<file path="src/rtl/tune_led_bar.sv">
// Tuning-indicator LED driver: filters the tuner's deviation codes and
// drives a pair or centre-out bar pattern. The pattern blinks when on
// pitch and blanks after the tuner stops reporting.
module tune_led_bar #(
  parameter int LED_W       = 8,
  parameter int CODE_W      = 4,
  parameter int HOLD_N      = 3,
  parameter int BLINK_HALF  = 25_000_000,
  parameter int TIMEOUT_CYC = 100_000_000
) (
  input  logic              clk,
  input  logic              rst,
  input  logic [CODE_W-1:0] tone,
  input  logic              tone_valid,
  input  logic              mode,
  input  logic              blink_en,
  output logic [LED_W-1:0]  led,
  output logic              locked
);

  localparam int CNT_W  = $clog2(HOLD_N + 1);
  localparam int PH_W   = $clog2(BLINK_HALF + 1);
  localparam int IDLE_W = (TIMEOUT_CYC > 0) ? $clog2(TIMEOUT_CYC + 1) : 1;

  localparam logic [CODE_W-1:0] C_CODE    = CODE_W'(LED_W / 2);
  localparam logic [CODE_W:0]   LED_W_CMP = (CODE_W + 1)'(LED_W);
  localparam logic [CNT_W-1:0]  HOLD_C    = CNT_W'(HOLD_N);
  localparam logic [CNT_W-1:0]  CNT_ONE   = CNT_W'(1);
  localparam logic [PH_W-1:0]   PH_LAST   = PH_W'(BLINK_HALF - 1);
  // With the timeout disabled the idle counter still saturates but never blanks.
  localparam logic [IDLE_W-1:0] IDLE_MAX  = (TIMEOUT_CYC > 0) ? IDLE_W'(TIMEOUT_CYC) : IDLE_W'(1);

  logic [CODE_W-1:0] r_cand, r_commit;
  logic [CNT_W-1:0]  r_cnt;
  logic [IDLE_W-1:0] r_idle;
  logic [PH_W-1:0]   r_pcnt;
  logic              r_phase;

  logic [CODE_W-1:0] w_code, w_cand_nx, w_commit_nx;
  logic [CNT_W-1:0]  w_cnt_nx;
  logic [IDLE_W-1:0] w_idle_nx;
  logic [LED_W-1:0]  w_pat;
  logic              w_on_pitch;

  // Out-of-range codes are folded to "no note".
  assign w_code     = ({1'b0, tone} >= LED_W_CMP) ? '0 : tone;
  assign w_on_pitch = (r_commit == C_CODE);

  // Stability filter and timeout: next-state for cand/cnt/commit/idle.
  always_comb begin
    w_cand_nx   = r_cand;
    w_cnt_nx    = r_cnt;
    w_commit_nx = r_commit;
    w_idle_nx   = r_idle;
    if (tone_valid) begin
      w_idle_nx = '0;
      if (w_code == r_cand) begin
        if (r_cnt != HOLD_C) w_cnt_nx = r_cnt + CNT_ONE;
      end else begin
        w_cand_nx = w_code;
        w_cnt_nx  = CNT_ONE;
      end
      if (w_cnt_nx == HOLD_C) w_commit_nx = w_cand_nx;
    end else begin
      if (r_idle != IDLE_MAX) w_idle_nx = r_idle + IDLE_W'(1);
      if ((TIMEOUT_CYC != 0) && (w_idle_nx == IDLE_MAX)) begin
        w_cand_nx   = '0;
        w_cnt_nx    = '0;
        w_commit_nx = '0;
      end
    end
  end

  // Pattern for the committed code: pair covers bits LED_W-c and LED_W-c-1;
  // bar covers the contiguous span of all pairs between c and the centre.
  always_comb begin
    int c, lo, hi;
    w_pat = '0;
    c     = int'(r_commit);
    lo    = (c < LED_W / 2) ? c : LED_W / 2;
    hi    = (c < LED_W / 2) ? LED_W / 2 : c;
    if (c != 0) begin
      for (int b = 0; b < LED_W; b++) begin
        if (mode) begin
          if ((b >= LED_W - 1 - hi) && (b <= LED_W - lo)) w_pat[b] = 1'b1;
        end else begin
          if ((b == LED_W - c) || (b == LED_W - c - 1)) w_pat[b] = 1'b1;
        end
      end
    end
  end

  // Filter, timeout and commit registers.
  always_ff @(posedge clk) begin
    if (rst) begin
      r_cand   <= '0;
      r_cnt    <= '0;
      r_commit <= '0;
      r_idle   <= '0;
    end else begin
      r_cand   <= w_cand_nx;
      r_cnt    <= w_cnt_nx;
      r_commit <= w_commit_nx;
      r_idle   <= w_idle_nx;
    end
  end

  // Blink phase: free-runs only while on pitch, restarts "on" otherwise.
  always_ff @(posedge clk) begin
    if (rst || !w_on_pitch) begin
      r_pcnt  <= '0;
      r_phase <= 1'b1;
    end else if (r_pcnt == PH_LAST) begin
      r_pcnt  <= '0;
      r_phase <= ~r_phase;
    end else begin
      r_pcnt  <= r_pcnt + PH_W'(1);
    end
  end

  // Registered outputs; blink gating applies only when on pitch.
  always_ff @(posedge clk) begin
    if (rst) begin
      led    <= '0;
      locked <= 1'b0;
    end else begin
      led    <= (blink_en && w_on_pitch && !r_phase) ? '0 : w_pat;
      locked <= w_on_pitch;
    end
  end

endmodule

</file>
<file path="config.mk">
export PLATFORM = sky130hd
export DESIGN_NAME = tune_led_bar
export DESIGN_NICKNAME = d
export VERILOG_FILES = /design/src/rtl/tune_led_bar.sv
export SDC_FILE = /design/constraint.sdc
export NUM_CORES = 1
export LEC_CHECK = 0
export ABC_AREA = 1
export CORE_ASPECT_RATIO = 1.5
export CORE_MARGIN = 5
export CORE_UTILIZATION = 35
export CTS_CLUSTER_SIZE = 8
export DETAILED_ROUTE_END_ITERATION = 7
export PLACE_DENSITY = 0.5
export SLEW_MARGIN = 10
export SYNTH_ARGS = -nofsm -noshare
export SYNTH_HDL_FRONTEND = slang
export SYNTH_SLANG_ARGS = --single-unit
export TNS_END_PERCENT = 20
</file>
<file path="constraint.sdc">
create_clock -name clk -period 2.8 [get_ports clk]
set_input_delay 0.7 -clock clk [delete_from_list [all_inputs] [get_ports clk]]
set_output_delay 0.7 -clock clk [all_outputs]
set_load 0.05 [all_outputs]
</file>
==> summary.txt, run 1 <==
Finish
  – Final #Nets: 676
  – Fillers: 1,212
  – Most common cell after layout, fill and taps aside: nand2_1
  – Share of layout cells above drive strength 1: 0.0698
  – Most frequent cells in the layout: 138 x nand2_1, 116 x nor2_1, 81 x inv_1
  – Non-filler instance count after layout: 809
  – Reg area: 0.00144 mm^2
  – # diodes: 0
  – Synth-to-layout area growth: 16.9%
  – Multi-input logic area: 0.00236 mm^2

Timing
  – Final max-slew violation count: 0
  – Period Utilization, post-route: 0.830
  – Min cycle time layout: 2320 ps
  – Total negative setup slack: 0 ps
  – RSZ-0062 raised after global routing: false
  – Final setup margin: 477 ps
  – Final Hold Fails: 0
  – Final setup viols: 0
  – Worst hold slack: 467 ps
  – FMAX: 431 MHz
  – Clk_skew: 8.51 ps
  – Max-slew headroom: 0.644
  – Slew @ Worst Pin: 527 ps

Detailed routing
  – Post-route ant nets: 0
  – Final wirelength: 10,000 um
  – Routed length per instance: 12.4 um
  – Via count: 3,930
  – Number of remaining DRC errors: 0
  – 1st-pass router iterations: 4
  – Initial DRC Count: 187
  – Vias/cell: 4.86

Critical path
  – CP Capture Type: flop
  – WP data arrival: 2550 ps
  – CP Launch Type: flop
  – Crit path kind: reg2reg
  – Critical Path Fanout Max: 6
  – WP data required: 3020 ps

Die
  – Placement Rows: 48
  – Die footprint: 0.0142 mm^2
  – Die H: 143 um
  – Ports: 18
  – Core area: 0.0116 mm^2
  – Die W: 98.9 um
  – Initial Util: 0.358

Clock tree
  – Clock buffer depth: 2
  – Clock sinks: 72
  – CTS tree: built
  – Root Buffer: clkbuf_16
  – Cts hold-fix bufs: 0
  – H-Tree Depth: 3
  – TritonCTS Buffers: 9
  – Post-CTS sizing: 0
  – Clock transition at path regs: 60 ps
  – Worst skew pair latency: 340 ps
  – Postcts setup bufs: 0

Power
  – PwrDens: 501 mW/mm^2
  – Worst IR Drop VDD: 0.308 mV
  – Power, Total: 2.43 mW
  – Leakage: 1.79 nW

Synthesis
  – Post-Syn Area: 0.00415 mm^2
  – #FFs+latches synth: 72
  – Syn nets: 651
  – Distinct cells, synth: 36
  – Synth Area per Inst: 6.59 um^2
  – Sequential fraction of the synthesis area: 0.348
  – Mapped Cells: 629
  – Synthesis warning total: 0

Global route
  – First-pass GRT wire length: 16,700 um
  – Number of global-route vias before repair: 3,756
  – Total track usage: 0.145
  – Congestion Overflow GR: 0
  – Largest net degree at the start of global routing: 28
  – Antenna violations before repair: 0

Hold path
  – HP Class: reg2reg

Place
  – Gp weighted congestion: 0.859
  – Dpl ws: 486 ps
  – # port buffers: 17
  – Post-DP HPWL: 7870 um
  – Placed cells: 793

Run
  – Max Cap Viol: 0

Run status
  – Status: finished clean
[worst paths after layout]
kind,from,endpoint,depth (start not counted),slack (ps)
worst max register to register,r_idle[0],r_cnt[0],12,480
worst max-delay path,r_idle[0],r_cnt[0],12,480
worst min register to register,r_cand[3],r_cand[3],2,470
worst min-delay path,r_cand[3],r_cand[3],2,470
[cell usage after synthesis]
| master | number | area share |
|---|---|---|
| a21oi_1 | 37 | 0.045 |
| ha_1 | 13 | 0.039 |
| clkbuf_1 | 7 | 0.0063 |
| and2_0 | 1 | 0.0015 |
| nand2_4 | 1 | 0.0027 |
| o211ai_1 | 2 | 0.0036 |
| xnor2_1 | 5 | 0.011 |
| o21ai_0 | 11 | 0.013 |
| o21a_1 | 4 | 0.0072 |
| buf_2 | 1 | 0.0012 |
| a31oi_1 | 8 | 0.012 |
| nor3_2 | 2 | 0.0048 |
| inv_1 | 81 | 0.073 |
| nor2_1 | 116 | 0.11 |
| o21bai_1 | 1 | 0.0018 |
| nor3b_1 | 4 | 0.0072 |
| nand2_2 | 1 | 0.0015 |
| nand3_1 | 57 | 0.069 |
| nand4_1 | 11 | 0.017 |
| inv_2 | 2 | 0.0018 |
| nor4_2 | 1 | 0.0030 |
| xnor2_2 | 1 | 0.0039 |
| nand3b_1 | 4 | 0.0072 |
| or2_2 | 3 | 0.0045 |
| a211o_1 | 1 | 0.0021 |
| xor2_1 | 15 | 0.032 |
| nor2_4 | 4 | 0.011 |
| nand2_1 | 138 | 0.12 |
| o311ai_0 | 1 | 0.0021 |
| nand3_2 | 2 | 0.0048 |
| dfxtp_1 | 72 | 0.35 |
| nand3_4 | 1 | 0.0042 |
| o31ai_1 | 2 | 0.0036 |
| nor2_2 | 7 | 0.011 |
| a221oi_1 | 1 | 0.0021 |
| nor3_1 | 11 | 0.013 |
[registers in the layout, indices dropped and copies added (netlist names)]
signal    count
led           8
locked        1
r_cand        4
r_cnt         2
r_commit      4
r_idle       27
r_pcnt       25
r_phase       1
[cell type report]
class | instances | share of cell area
inverters | 83 | 0.0643
well taps | 150 | 0.0387
clock buffers | 10 | 0.0493
multi-input cells | 466 | 0.487
clock inverters | 6 | 0.0201
flip-flops and latches | 72 | 0.297
repair buffers | 22 | 0.0428
[routing by layer]
layer  GRT usage  up-vias  wire length (um)
li1            -     2070                 -
met2       0.280       59              5290
met1       0.147     1777              4130
met4      0.0676        0               324
met5           0        -                 0
met3      0.0306       24               284
[report_power, final]
part / switching [mW] / internal (mW)
combinational: 0.0548 / 0.0336
clock: 0.488 / 0.819
sequential: 0.00505 / 1.03
total: 0.548 / 1.88
[metrics by stage]
step	utilization	instance area [um^2]
floorplan	-	4150
global placement	0.389	4510
detailed placement	0.389	4510
CTS	0.418	4850
global route	0.418	4850
finish	0.418	4850
[cell families after synthesis]
kind of cell               count (synthesis)  share of synthesized area
AOI/OAI and AO/OA                         68                     0.0926
xor gates and xnor gates                  21                     0.0462
adders and majority gates                 13                     0.0392
buffers and inverters                     91                     0.0827
DFF                                       72                      0.348
and+or+nand+nor                          364                      0.392
[worst max-delay path: stages (launching register included)]
cell	delay, ps
dfxtp_1	430
ha_1	240
nand2_1	100
nor2_4	160
nand3_1	210
o21bai_1	240
nand4_1	110
nor2_1	100
nand2_1	130
nor2_4	150
nand2_1	170
nand3_1	110
a21oi_1	70
No activity file was read; power rests on OpenSTA's default activity.
==> inputs of run 2 (changes only) <==
Settings changed: PLACE_DENSITY 0.5 to 0.52.
Clock period 2.8 ns to 2 ns, I/O delays scaled along.
==> summary.txt, run 2 (synthesis gave the netlist of run 1 again) <==
Run status
  – Status: complete, but fails checks
  – Failing checks: setup timing

Finish
  – Most frequent cells in the layout: 131 x nand2_1, 92 x nor2_1, 79 x inv_1
  – Most common cell after layout, fill and taps aside: nand2_1
  – Top reg by flops: r_idle
  – Final #Nets: 748
  – Share of layout cells above drive strength 1: 0.252
  – Non-filler instance count after layout: 881
  – Fillers: 1,154
  – Regs by FF count: r_idle (27), r_pcnt (25), led (8)
  – # diodes: 0
  – Synth-to-layout area growth: 37.8%
  – Number of flip-flops in the largest register: 27
  – Layout Utilization: 0.493

Critical path
  – WP data arrival: 2300 ps
  – CP cell instances: ha_4 -> buf_4 -> nand3_1 -> nor2_1 -> xor2_1 -> nor2_1 -> nand3_1 -> nor2_4 -> nand3_4 -> a21oi_2 -> nor2_1
  – WP data required: 2240 ps
  – Critical Path Fanout Max: 7
  – Slowest Stage Delay on Critical Path: 360 ps
  – Worst Path Buf+Inv: 1
  – CP Capture Type: flop
  – CP most frequent cell: nor2_1
  – Crit-path leading delay family: simple AND/OR/NAND/NOR gates
  – Slowest cell on crit path: dfxtp_4
  – Crit path kind: reg2reg
  – CP Launch Type: flop

Timing
  – Min cycle time layout: 2060 ps
  – Max-slew headroom: 0.664
  – Final setup viols: 4
  – Clk_skew: 11.1 ps
  – Final setup margin: -63.5 ps
  – Slew @ Worst Pin: 503 ps
  – Period Utilization, post-route: 1.03
  – FMAX: 485 MHz
  – Final Hold Fails: 0
  – Final max-slew violation count: 0
  – Worst hold slack: 458 ps
  – RSZ-0062 raised after global routing: true

Global route
  – Largest net degree at the start of global routing: 28
  – Number of global-route vias before repair: 4,142
  – Total track usage: 0.157
  – Antenna violations before repair: 0
  – Congestion Overflow GR: 0
  – First-pass GRT wire length: 18,000 um

Die
  – Initial Util: 0.358
  – Die footprint: 0.0142 mm^2
  – Core area: 0.0116 mm^2
  – Placement Rows: 48
  – Die W: 98.9 um
  – Die H: 143 um
  – Ports: 18

Detailed routing
  – 1st-pass router iterations: 4
  – Post-route ant nets: 0
  – Via count: 4,236
  – Vias/cell: 4.81
  – Number of remaining DRC errors: 0
  – Routed length per instance: 12.3 um
  – Final wirelength: 10,900 um
  – Initial DRC Count: 143

Clock tree
  – Clock buffer depth: 2
  – TritonCTS Buffers: 9
  – CTS tree: built
  – Clock sinks: 72
  – Cts hold-fix bufs: 0
  – H-Tree Depth: 3
  – Worst skew pair latency: 340 ps
  – Root Buffer: clkbuf_16
  – Clock transition at path regs: 60 ps

Power
  – Power, Total: 3.27 mW
  – Worst IR Drop VDD: 0.415 mV
  – Leakage: 2.26 nW
  – PwrDens: 573 mW/mm^2

Place
  – Gp weighted congestion: 0.887
  – # port buffers: 17
  – Post-DP HPWL: 8250 um
  – Placed cells: 851

Run
  – Max Cap Viol: 0

Hold path
  – HP Class: reg2reg
==> run 2: changes by cell type in the layout (fill, tap and decap cells not counted), moves of 5 or more <==
cell     delta
dfxtp_2     +9
buf_6       +5
nand2_1     -7
nand3_2     +8
buf_4      +65
nor2_1     -24
nand2_2     +5
nand3_1     -9
nor2_4      +7
nor2_2     +17
dfxtp_1    -12
==> run 2: worst paths after layout <==
kind	start	depth (start not counted)	end	slack (ps)
worst max register to register	r_idle[0]	11	r_commit[2]	-60
worst min register to register	r_pcnt[0]	1	r_pcnt[0]	460
worst min-delay path	r_pcnt[0]	1	r_pcnt[0]	460
worst max-delay path	r_idle[0]	11	r_commit[2]	-60
==> run 2: worst register-to-register path: cells and delay by family, from the launching register on <==
kind / cells / cell delay, ps
and+or+nand+nor: 7 / 1060
adders and majority gates: 1 / 150
DFF: 1 / 360
xor gates and xnor gates: 1 / 110
AOI/OAI and AO/OA: 1 / 180
buffers and inverters: 1 / 110
==> run 2: cell type report <==
| type | instances | area [um^2] | share of cell area |
|---|---|---|---|
| sequential | 72 | 1460 | 0.256 |
| tap | 150 | 188 | 0.0328 |
| inverter | 83 | 314 | 0.0550 |
| multi-input combinational | 466 | 2650 | 0.463 |
| timing repair buffer | 94 | 795 | 0.139 |
| clock buffer | 12 | 256 | 0.0449 |
| clock inverter | 4 | 52.6 | 0.00920 |
==> run 2: power by group <==
group	switching, mW	leakage [nW]	total [mW]	internal (mW)
sequential	0.00641	0.588	1.45	1.44
combinational	0.0896	1.53	0.168	0.0786
clock	0.623	0.141	1.66	1.03
==> run 2: repair_timing <==
item                                    4_1_cts  5_1_grt
gates resized for setup                      27       69
endpoints found under the setup margin       13       32
pin swaps                                    26       29
buffers inserted                              9        5
==> run 2: per-stage QoR <==
step / setup WS [ps] / TNS, ps / instance area, um^2
floorplan: 3.13 / 0 / 4150
global placement: -128 / -1100 / 4970
detailed placement: -120 / -1110 / 4970
CTS: -59.4 / -222 / 5440
global route: -232 / -1910 / 5710
finish: -63.5 / -175 / 5710
==> run 2: metal layers <==
metal | global-route usage | wire length [um] | vias to the layer above
li1 | - | - | 2209
met1 | 0.161 | 4230 | 1931
met2 | 0.298 | 5940 | 70
met3 | 0.0228 | 268 | 26
met4 | 0.0942 | 407 | 0
met5 | 0 | 0 | -
